**config.mk**
```make
export PLATFORM = sky130hd
export DESIGN_NAME = serial_subtractor
export DESIGN_NICKNAME = d
export VERILOG_FILES = /design/src/rtl/sub_pkg.sv /design/src/rtl/OneBitSubtractor.sv /design/src/rtl/serial_subtractor.sv
export SDC_FILE = /design/constraint.sdc
export NUM_CORES = 1
export LEC_CHECK = 0
export CORE_MARGIN = 2
export CORE_UTILIZATION = 40
export CTS_BUF_LIST = sky130_fd_sc_hd__clkbuf_8
export DETAILED_ROUTE_END_ITERATION = 8
export DONT_BUFFER_PORTS = 1
export SKIP_LAST_GASP = 1
export SYNTH_ARGS = -nofsm -noshare
export SYNTH_HDL_FRONTEND = slang
export SYNTH_HIERARCHICAL = 1
export SYNTH_SLANG_ARGS = --single-unit
export TNS_END_PERCENT = 1
```
**constraint.sdc**
```tcl
create_clock -name clk -period 2.2 [get_ports clk]
set_input_delay 0.44 -clock clk [delete_from_list [all_inputs] [get_ports clk]]
set_output_delay 0.44 -clock clk [all_outputs]
set_load 0.05 [all_outputs]
```
**src/rtl/sub_pkg.sv**
```systemverilog
// Shared definitions for the bit-serial subtractor: FSM state encoding and default width.
package sub_pkg;

  localparam int DEFAULT_WIDTH = 4;

  typedef enum logic [1:0] {
    IDLE = 2'd0,
    RUN  = 2'd1,
    DONE = 2'd2
  } state_t;

endpackage

```
**src/rtl/OneBitSubtractor.sv**
```systemverilog
// Combinational full subtractor cell; the serial top reuses one instance every cycle.
module OneBitSubtractor (
  input  logic A,
  input  logic B,
  input  logic BI,
  output logic D,
  output logic BO
);

  assign D  = A ^ B ^ BI;
  assign BO = (~A & B) | (~(A ^ B) & BI);

endmodule

```
**src/rtl/serial_subtractor.sv**
```systemverilog
// Bit-serial A - B - BI, LSB first, one bit per cycle with a single subtractor cell.
// Optional macro SIGNED_OVF_EN adds the OVF output (two's-complement overflow).
module serial_subtractor
  import sub_pkg::*;
#(
  parameter int WIDTH = DEFAULT_WIDTH
) (
  input  logic             clk,
  input  logic             rst,
  input  logic             start,
  input  logic [WIDTH-1:0] A,
  input  logic [WIDTH-1:0] B,
  input  logic             BI,
  output logic [WIDTH-1:0] D,
  output logic             BO,
  output logic             busy,
  output logic             done
`ifdef SIGNED_OVF_EN
  ,
  output logic             OVF
`endif
);

  localparam int CW = (WIDTH > 1) ? $clog2(WIDTH) : 1;

  state_t           state, state_next;
  logic [CW-1:0]    cnt;
  logic [WIDTH-1:0] a_sr;
  logic [WIDTH-1:0] b_sr;
  logic             bin;
  logic             bit_diff;
  logic             bit_bout;
  logic             last;

  assign last = (cnt == CW'(WIDTH - 1));

  OneBitSubtractor u_bit (
    .A  (a_sr[0]),
    .B  (b_sr[0]),
    .BI (bin),
    .D  (bit_diff),
    .BO (bit_bout)
  );

  always_ff @(posedge clk) begin
    if (rst) state <= IDLE;
    else     state <= state_next;
  end

  always_comb begin
    // NOTE: default assigned first so no path through the case leaves state_next unassigned (no latch).
    state_next = state;
    case (state)
      IDLE:    if (start) state_next = RUN;
      RUN:     if (last)  state_next = DONE;
      DONE:    state_next = start ? RUN : IDLE;
      default: state_next = IDLE;
    endcase
  end

  // The minuend register doubles as the result register: each diff bit enters at the MSB
  // as the consumed LSB leaves, so after WIDTH shifts it holds the full difference.
  always_ff @(posedge clk) begin
    if (rst) begin
      // NOTE: non-blocking assignments throughout, so every register sees pre-edge values.
      cnt  <= '0;
      a_sr <= '0;
      b_sr <= '0;
      bin  <= 1'b0;
      D    <= '0;
      BO   <= 1'b0;
`ifdef SIGNED_OVF_EN
      OVF  <= 1'b0;
`endif
    end else begin
      case (state)
        IDLE, DONE: begin
          if (start) begin
            a_sr <= A;
            b_sr <= B;
            bin  <= BI;
            cnt  <= '0;
          end
        end
        RUN: begin
          a_sr <= {bit_diff, a_sr[WIDTH-1:1]};
          b_sr <= {1'b0, b_sr[WIDTH-1:1]};
          bin  <= bit_bout;
          cnt  <= cnt + 1'b1;
          if (last) begin
            D   <= {bit_diff, a_sr[WIDTH-1:1]};
            BO  <= bit_bout;
`ifdef SIGNED_OVF_EN
            // bin is the borrow into the MSB during the final bit.
            OVF <= bin ^ bit_bout;
`endif
          end
        end
        default: ;
      endcase
    end
  end

  assign busy = (state == RUN);
  assign done = (state == DONE);

endmodule

```
Yosys cells after proc, flatten, opt, wreduce, memory -nomap -nowiden
Index checks and enable logic that the tools add are counted.
Widths: inputs -> output; s select.
{"block": "totals", "register_bits": 18, "input_bits": 12, "out_inout_bits": 7, "elab_cells": 39}
{"block": "classes", "n_addsub": 1, "n_eq_ne": 6, "mux": 12, "n_bitwise": 7, "reduce_logical": 6}
{"op": "$pmux 4 s2", "count": 2}
{"op": "$mux 4", "count": 2}
{"op": "$mux 2", "count": 3}
{"op": "$pmux 2 s3", "count": 1}
{"op": "$reduce_and 2->1", "count": 3}
{"op": "$eq 2x2->1 const B", "count": 2}
{"op": "$ne 2x2->1 const B", "count": 2}
{"op": "$pmux 2 s2", "count": 1}
{"op": "$add 2x1->2 const B", "count": 1}
{"op": "$and 1x1->1", "count": 2}
{"op": "$eq 2x1->1 const B", "count": 1}
{"op": "$logic_not 2->1", "count": 1}
{"op": "$mux 1", "count": 2}
{"op": "$ne 2x1->1 const B", "count": 1}
{"op": "$not 1->1", "count": 2}
{"op": "$pmux 1 s2", "count": 1}
{"op": "$reduce_bool 2->1", "count": 1}
{"op": "$reduce_or 2->1", "count": 1}
{"op": "$xor 1x1->1", "count": 2}
{"op": "$or 1x1->1", "count": 1}

Logic depth before layout (Yosys ltp)
Gate-level depths: netlist of run 1.
{"block": "depth", "ltp_word": 5, "mapped_depth": 5, "mapped_depth_nobuf": 5}

Hierarchy
The synthesis of run 1 kept the hierarchy.
{"module": "serial_subtractor", "n_inst": 1, "cells_per_inst": 80, "area_per_inst_um2": 744.5, "seq_area_each_um2": 360.3}
{"module": "OneBitSubtractor", "n_inst": 1, "cells_per_inst": 4, "area_per_inst_um2": 31.3, "seq_area_each_um2": 0.0}

Worst setup path after synthesis of run 1
Ideal clock, no wire load.
{"block": "synth_timing", "path_kind": "register -> output", "from": "register state[1]", "to": "output done", "arrival_ns": 1.023, "required_ns": 1.760, "setup_slack_ns": 0.737, "path_stages_with_launch": 2, "path_buffers": 0, "cell_sequence": "dfxtp_1 > nor2b_1"}
{"block": "synth_via", "elab_chain_len": 1}
{"item": "start, declared", "line_no": "serial_subtractor.sv:26", "source": "state_t state, state_next;"}
{"item": "start signal, assigned", "line_no": "serial_subtractor.sv:47", "source": "else state <= state_next;"}
{"item": "$eq 2x2->1", "line_no": "serial_subtractor.sv:105", "source": "assign done = (state == DONE);"}
{"item": "end, declared", "line_no": "serial_subtractor.sv:17", "source": "output logic done"}
Every way passes these cells.

Worst setup path after layout of run 1
{"block": "layout_timing", "from": "register state[0]", "to": "output busy"}
{"block": "layout_via", "elab_chain_len": 1}
{"item": "$eq 2x1->1", "line_no": "serial_subtractor.sv:104", "source": "assign busy = (state == RUN);"}
{"item": "end, declared", "line_no": "serial_subtractor.sv:16", "source": "output logic busy,"}
Every way passes these cells.

==> results of run 1 <==
==> registers in the layout, indices dropped and copies added (netlist names) <==
register,cells
D,4
a_sr,4
BO,1
state,2
b_sr,4
cnt,2
bin,1
==> power breakdown <==
group	switching [mW]	leakage, nW	internal [mW]
clock network	0.105	0.0288	0.159
logic	0.0475	0.169	0.0358
registers	0.0139	0.147	0.347
total	0.166	0.346	0.541
==> kinds of logic after synthesis <==
kind of cell,Yosys count,synth area share
AND/OR/NAND/NOR,30,0.190
AO/OA/AOI/OAI,17,0.139
adder cells (fa/ha/maj),2,0.0419
multiplexers,8,0.103
flip-flops,18,0.465
buffers and inverters,9,0.0613
==> cell type report <==
type	instances	area [µm²]	area share
Multi-Input combinational cell	57	368	0.436
Tap cell	25	31.3	0.0370
Inverter	4	15.0	0.0178
Sequential cell	18	360	0.427
Clock buffer	4	55.1	0.0652
Timing Repair Buffer	2	15.0	0.0178
==> stage by stage <==
step	power [mW]	cell area, µm²	worst slack [ns]	utilization	cells
2_1_floorplan	0.445	776	0.737	-	84
3_3_place_gp	0.449	790	1.01	0.443	106
3_5_place_dp	0.452	790	0.969	0.443	106
4_1_cts	0.718	845	0.731	0.474	110
5_1_grt	0.748	845	0.659	0.474	110
6_report	0.707	845	0.739	0.474	110
==> layer usage <==
| metal | routed length, µm | track usage |
|---|---|---|
| met4 | 34 | 0.0973 |
| met2 | 629 | 0.227 |
| met5 | 0 | 0 |
| met3 | 67 | 0.0415 |
| met1 | 655 | 0.173 |
==> synth_stat cells, drive strengths merged <==
master	count	area (µm²)
nor2b	1	6.26
a211oi	8	60.1
mux2i	8	80.1
dfxtp	18	360
nand3	8	40.0
inv	4	15.0
ha	1	12.5
nor2	10	37.5
nand3b	2	15.0
fa	1	20.0
o21a	1	7.51
nand2b	3	26.3
clkbuf	2	7.51
a21oi	8	40.0
buf	3	25.0
nand2	6	22.5
==> how the worst max path moves through the flow <==
stage | start | to | slack, ns | cells after the start
after detailed placement | b_sr[0] | a_sr[3] | 0.97 | 4
after global placement | b_sr[0] | a_sr[3] | 1.01 | 4
final | state[0] | busy | 0.74 | 2
after global routing | state[0] | busy | 0.66 | 2
after floorplan | state[1] | done | 0.74 | 1
after CTS | state[0] | busy | 0.73 | 2
==> impl_metrics.py, run 1 <==
metrics = {
    "route": {
        "via_per_inst": 5.15,
        "drtPass1Iterations": 3,
        "initialDrtViolationCount": 1,
        "ant_nets": 0,
        "drc_errors": 0,
        "wl_per_cell_um": 12.6,
        "routed_wl_mm": 1.39,
        "vias": 567,
    },
    "clock_network": {
        "cts_sinks": 18,
        "clock_latency_ns": 0.25,
        "htree_num_levels": 1,
        "cts_resized": 0,
        "root_buffer": "clkbuf_8",
        "cts_tree": "built",
        "path_clk_slew_ns": 0.07,
        "cts_inserted_buffers": 3,
        "ctsLongestPathBuffers": 2,
        "postCtsSetupBuffers": 0,
        "ctsHoldBuffers": 0,
    },
    "critical_path": {
        "required_ns": 1.76,
        "timing.critical_path.cells": "nand2b_1, inv_2",
        "r2r-start": "b_sr[0]",
        "r2r_end": "a_sr[3]",
        "start_kind": "register",
        "crit_buf_inv": 1,
        "critPathTopFamily": "flip-flops",
        "worstSetupEndpointType": "output port",
        "critical_path_class": "reg -> out",
        "r2r_cells": 4,
        "cp_max_fo": 8,
        "r2r_slack_ns": 0.95,
        "critPathMaxStageDelay_ns": 0.39,
        "slowest_stage": "dfxtp_1",
        "arrival_ns": 1.02,
    },
    "global_route": {
        "grt_max_degree": 21,
        "antenna_found_initial": 0,
        "grt_pass1_wl_mm": 2.22,
        "grtUsageTotal": 0.146,
        "first_global_vias": 514,
        "grt_overflow": 0,
    },
    "status": {
        "run_status": "completed",
    },
    "floorplan": {
        "start_util": 0.435,
        "chipHeight_um": 48.0,
        "dieArea_mm2": 0.00231,
        "rows": 15,
        "ios": 19,
        "coreArea_mm2": 0.00178,
        "die_x_um": 48.0,
    },
    "sta": {
        "finalSetupViolCount": 0,
        "timing.final.crit_share": 0.664,
        "grt_setup_unrepaired": "no",
        "whs_ns": 0.252,
        "worst_slew_pin_slew_ns": 0.507,
        "hold_viol_final": 0,
        "maxSlewHeadroom": 0.662,
        "max_freq_mhz": 684,
        "setup_tns_ns": 0,
        "drv_slew": 0,
        "period_minus_slack_ns": 1.46,
        "skew_ns": 0.00443,
    },
    "synthesis": {
        "ys_types": 19,
        "syn_area_um2": 776,
        "syn_nets": 98,
        "avgSynthCellArea_um2": 9.24,
        "synth_cells": 84,
        "synth_seq_cells": 18,
        "synth_warnings": 6,
        "yosysSeqAreaShare": 0.465,
    },
    "cells_and_area": {
        "nFillCells": 180,
        "num_antenna_cells": 0,
        "nNetsFinal": 100,
        "syn_to_final_growth_pct": 8.87,
        "layout_common_cells": "18 x dfxtp_1, 10 x nor2_1",
        "layout_commonest_cell": "dfxtp_1",
        "final_layout_size_suffix_gt1_frac": 0.0941,
    },
    "placed_design": {
        "hpwl_mm": 1.00,
        "portBuffers": 0,
        "routabilityCongestion": 0.697,
    },
    "power": {
        "p_leak_nw": 0.346,
        "ir_drop_v": 0.000428,
        "powerDensity_mw_per_mm2": 838,
    },
    "flow_run": {
        "maxCapViolations": 0,
    },
    "worst_hold_path": {
        "hold_path_end": "D[3]",
        "hold_depth": 1,
        "min_from": "rst",
        "hold_class": "in -> reg",
    },
}
(Power assumes the default switching activity.)
==> run 2, diff against run 1 <==
Clock period 2.2 ns to 1.2 ns, I/O delays scaled along.
==> run 2 against run 1 <==
  * Non-clock buffer count rose by 9
  * Routed wire length rose by 8.7%
  * The run now ends with negative setup slack left
  * First-iteration DRC count increased to 7.0 times the previous value
  * Critical path depth up 2
==> impl_metrics.py, run 2 (synthesis gave the netlist of run 1 again) <==
metrics = {
    "status": {
        "run_status": "finished with violations",
        "violations": "negative setup slack",
    },
    "power": {
        "p_leak_nw": 0.398,
        "p_clk_frac": 0.365,
        "power.total_mw": 1.32,
        "p_comb_frac": 0.134,
        "p_sw_uw": 313,
        "switching_share": 0.236,
        "ir_drop_v": 0.000605,
        "powerDensity_mw_per_mm2": 1420,
        "internal_power_mw": 1.01,
        "seqPwrFrac": 0.501,
    },
    "floorplan": {
        "die_x_um": 48.0,
        "ios": 19,
        "coreArea_mm2": 0.00178,
        "rows": 15,
        "start_util": 0.435,
        "chipHeight_um": 48.0,
        "dieArea_mm2": 0.00231,
    },
    "critical_path": {
        "worstSetupEndpointType": "register",
        "required_ns": 1.36,
        "arrival_ns": 1.37,
        "critical_path_class": "reg -> reg",
        "cp_max_fo": 2,
        "start_kind": "register",
        "r2r_slack_ns": -0.009,
    },
    "route": {
        "drtPass1Iterations": 4,
        "wl_per_cell_um": 12.7,
        "routed_wl_mm": 1.51,
        "vias": 623,
        "initialDrtViolationCount": 7,
        "ant_nets": 0,
        "drc_errors": 0,
        "via_per_inst": 5.24,
    },
    "placed_design": {
        "pre_cts_ws_ns": -0.00458,
        "routabilityCongestion": 0.746,
        "portBuffers": 0,
        "detailed_place.area_um2": 865,
        "hpwl_mm": 1.04,
    },
    "global_route": {
        "first_global_vias": 600,
        "grtUsageTotal": 0.158,
        "grt_overflow": 0,
        "antenna_found_initial": 0,
        "grt_max_degree": 19,
        "grt_pass1_wl_mm": 2.45,
    },
    "clock_network": {
        "ctsHoldBuffers": 0,
        "cts_sinks": 18,
        "path_clk_slew_ns": 0.07,
        "cts_tree": "built",
        "cts_inserted_buffers": 3,
        "ctsLongestPathBuffers": 2,
        "clock_latency_ns": 0.25,
        "htree_num_levels": 1,
        "root_buffer": "clkbuf_8",
    },
    "cells_and_area": {
        "num_antenna_cells": 0,
        "layout_common_cells": "17 x dfxtp_1, 10 x nor2_1, 10 x buf_4",
        "fin_area_um2": 936,
        "reg.largest.list": "D (4), a_sr (4), b_sr (4)",
        "layout_commonest_cell": "dfxtp_1",
        "nNetsFinal": 109,
        "final_layout_size_suffix_gt1_frac": 0.213,
        "syn_to_final_growth_pct": 20.6,
    },
    "sta": {
        "max_freq_mhz": 827,
        "skew_ns": 0.00187,
        "timing.final.crit_share": 1.01,
        "maxSlewHeadroom": 0.842,
        "grt_setup_unrepaired": "yes",
        "whs_ns": 0.0493,
        "drv_slew": 0,
        "finalSetupViolCount": 1,
        "worst_slack_ns": -0.00882,
        "hold_viol_final": 0,
        "worst_slew_pin_slew_ns": 0.236,
        "period_minus_slack_ns": 1.21,
    },
    "worst_hold_path": {
        "hold_class": "in -> reg",
    },
    "flow_run": {
        "maxCapViolations": 0,
    },
}
[run 2: final timing paths]
path | start | to | cells past startpoint
hold / removal | rst | state[0] | 1
hold reg to reg | D[3] | D[3] | 2
setup reg to reg | b_sr[0] | a_sr[3] | 4
setup / recovery | b_sr[0] | a_sr[3] | 4
[run 2: final cells by class]
| type | instances | area (µm²) |
|---|---|---|
| repair buffers | 11 | 95.1 |
| multi-input cells | 57 | 378 |
| clock buffers | 4 | 55.1 |
| well taps | 25 | 31.3 |
| inverters | 4 | 15.0 |
| fillers | 177 | 847 |
| flip-flops and latches | 18 | 362 |
[run 2: worst max-delay path, stage by stage (launching register included)]
cell      delay, ns
dfxtp_1        0.33
inv_1          0.06
fa_1           0.52
nor2_1         0.05
a211oi_1       0.16
[run 2: metrics by stage]
stage,util,TNS (ns),std cells
finish,0.525,-0.00882,119
global route,0.525,-0.264,119
CTS,0.525,-0.0155,119
detailed placement,0.485,-0.00458,114
global placement,0.485,0,114
floorplan,-,0,84
[run 2: timing repair]
action | in CTS | in global routing
pin swaps | 1 | 0
gates resized for setup | 2 | 0
buffers inserted | 1 | 0
endpoints found under the setup margin | 2 | 6
[run 2: power by group through the flow]
stage	clock [mW]	sequential [mW]	combinational (mW)
final	0.484	0.663	0.178
after global routing	0.523	0.667	0.200
after CTS	0.493	0.663	0.179
after detailed placement	0	0.674	0.169
after global placement	0	0.672	0.167
after floorplan	0	0.668	0.148
[run 2: metal layers]
| metal | global-route usage | share of wire |
|---|---|---|
| met5 | 0 | 0 |
| met4 | 0.0973 | 0.0073 |
| met2 | 0.251 | 0.48 |
| met3 | 0.0264 | 0.045 |
| met1 | 0.198 | 0.47 |
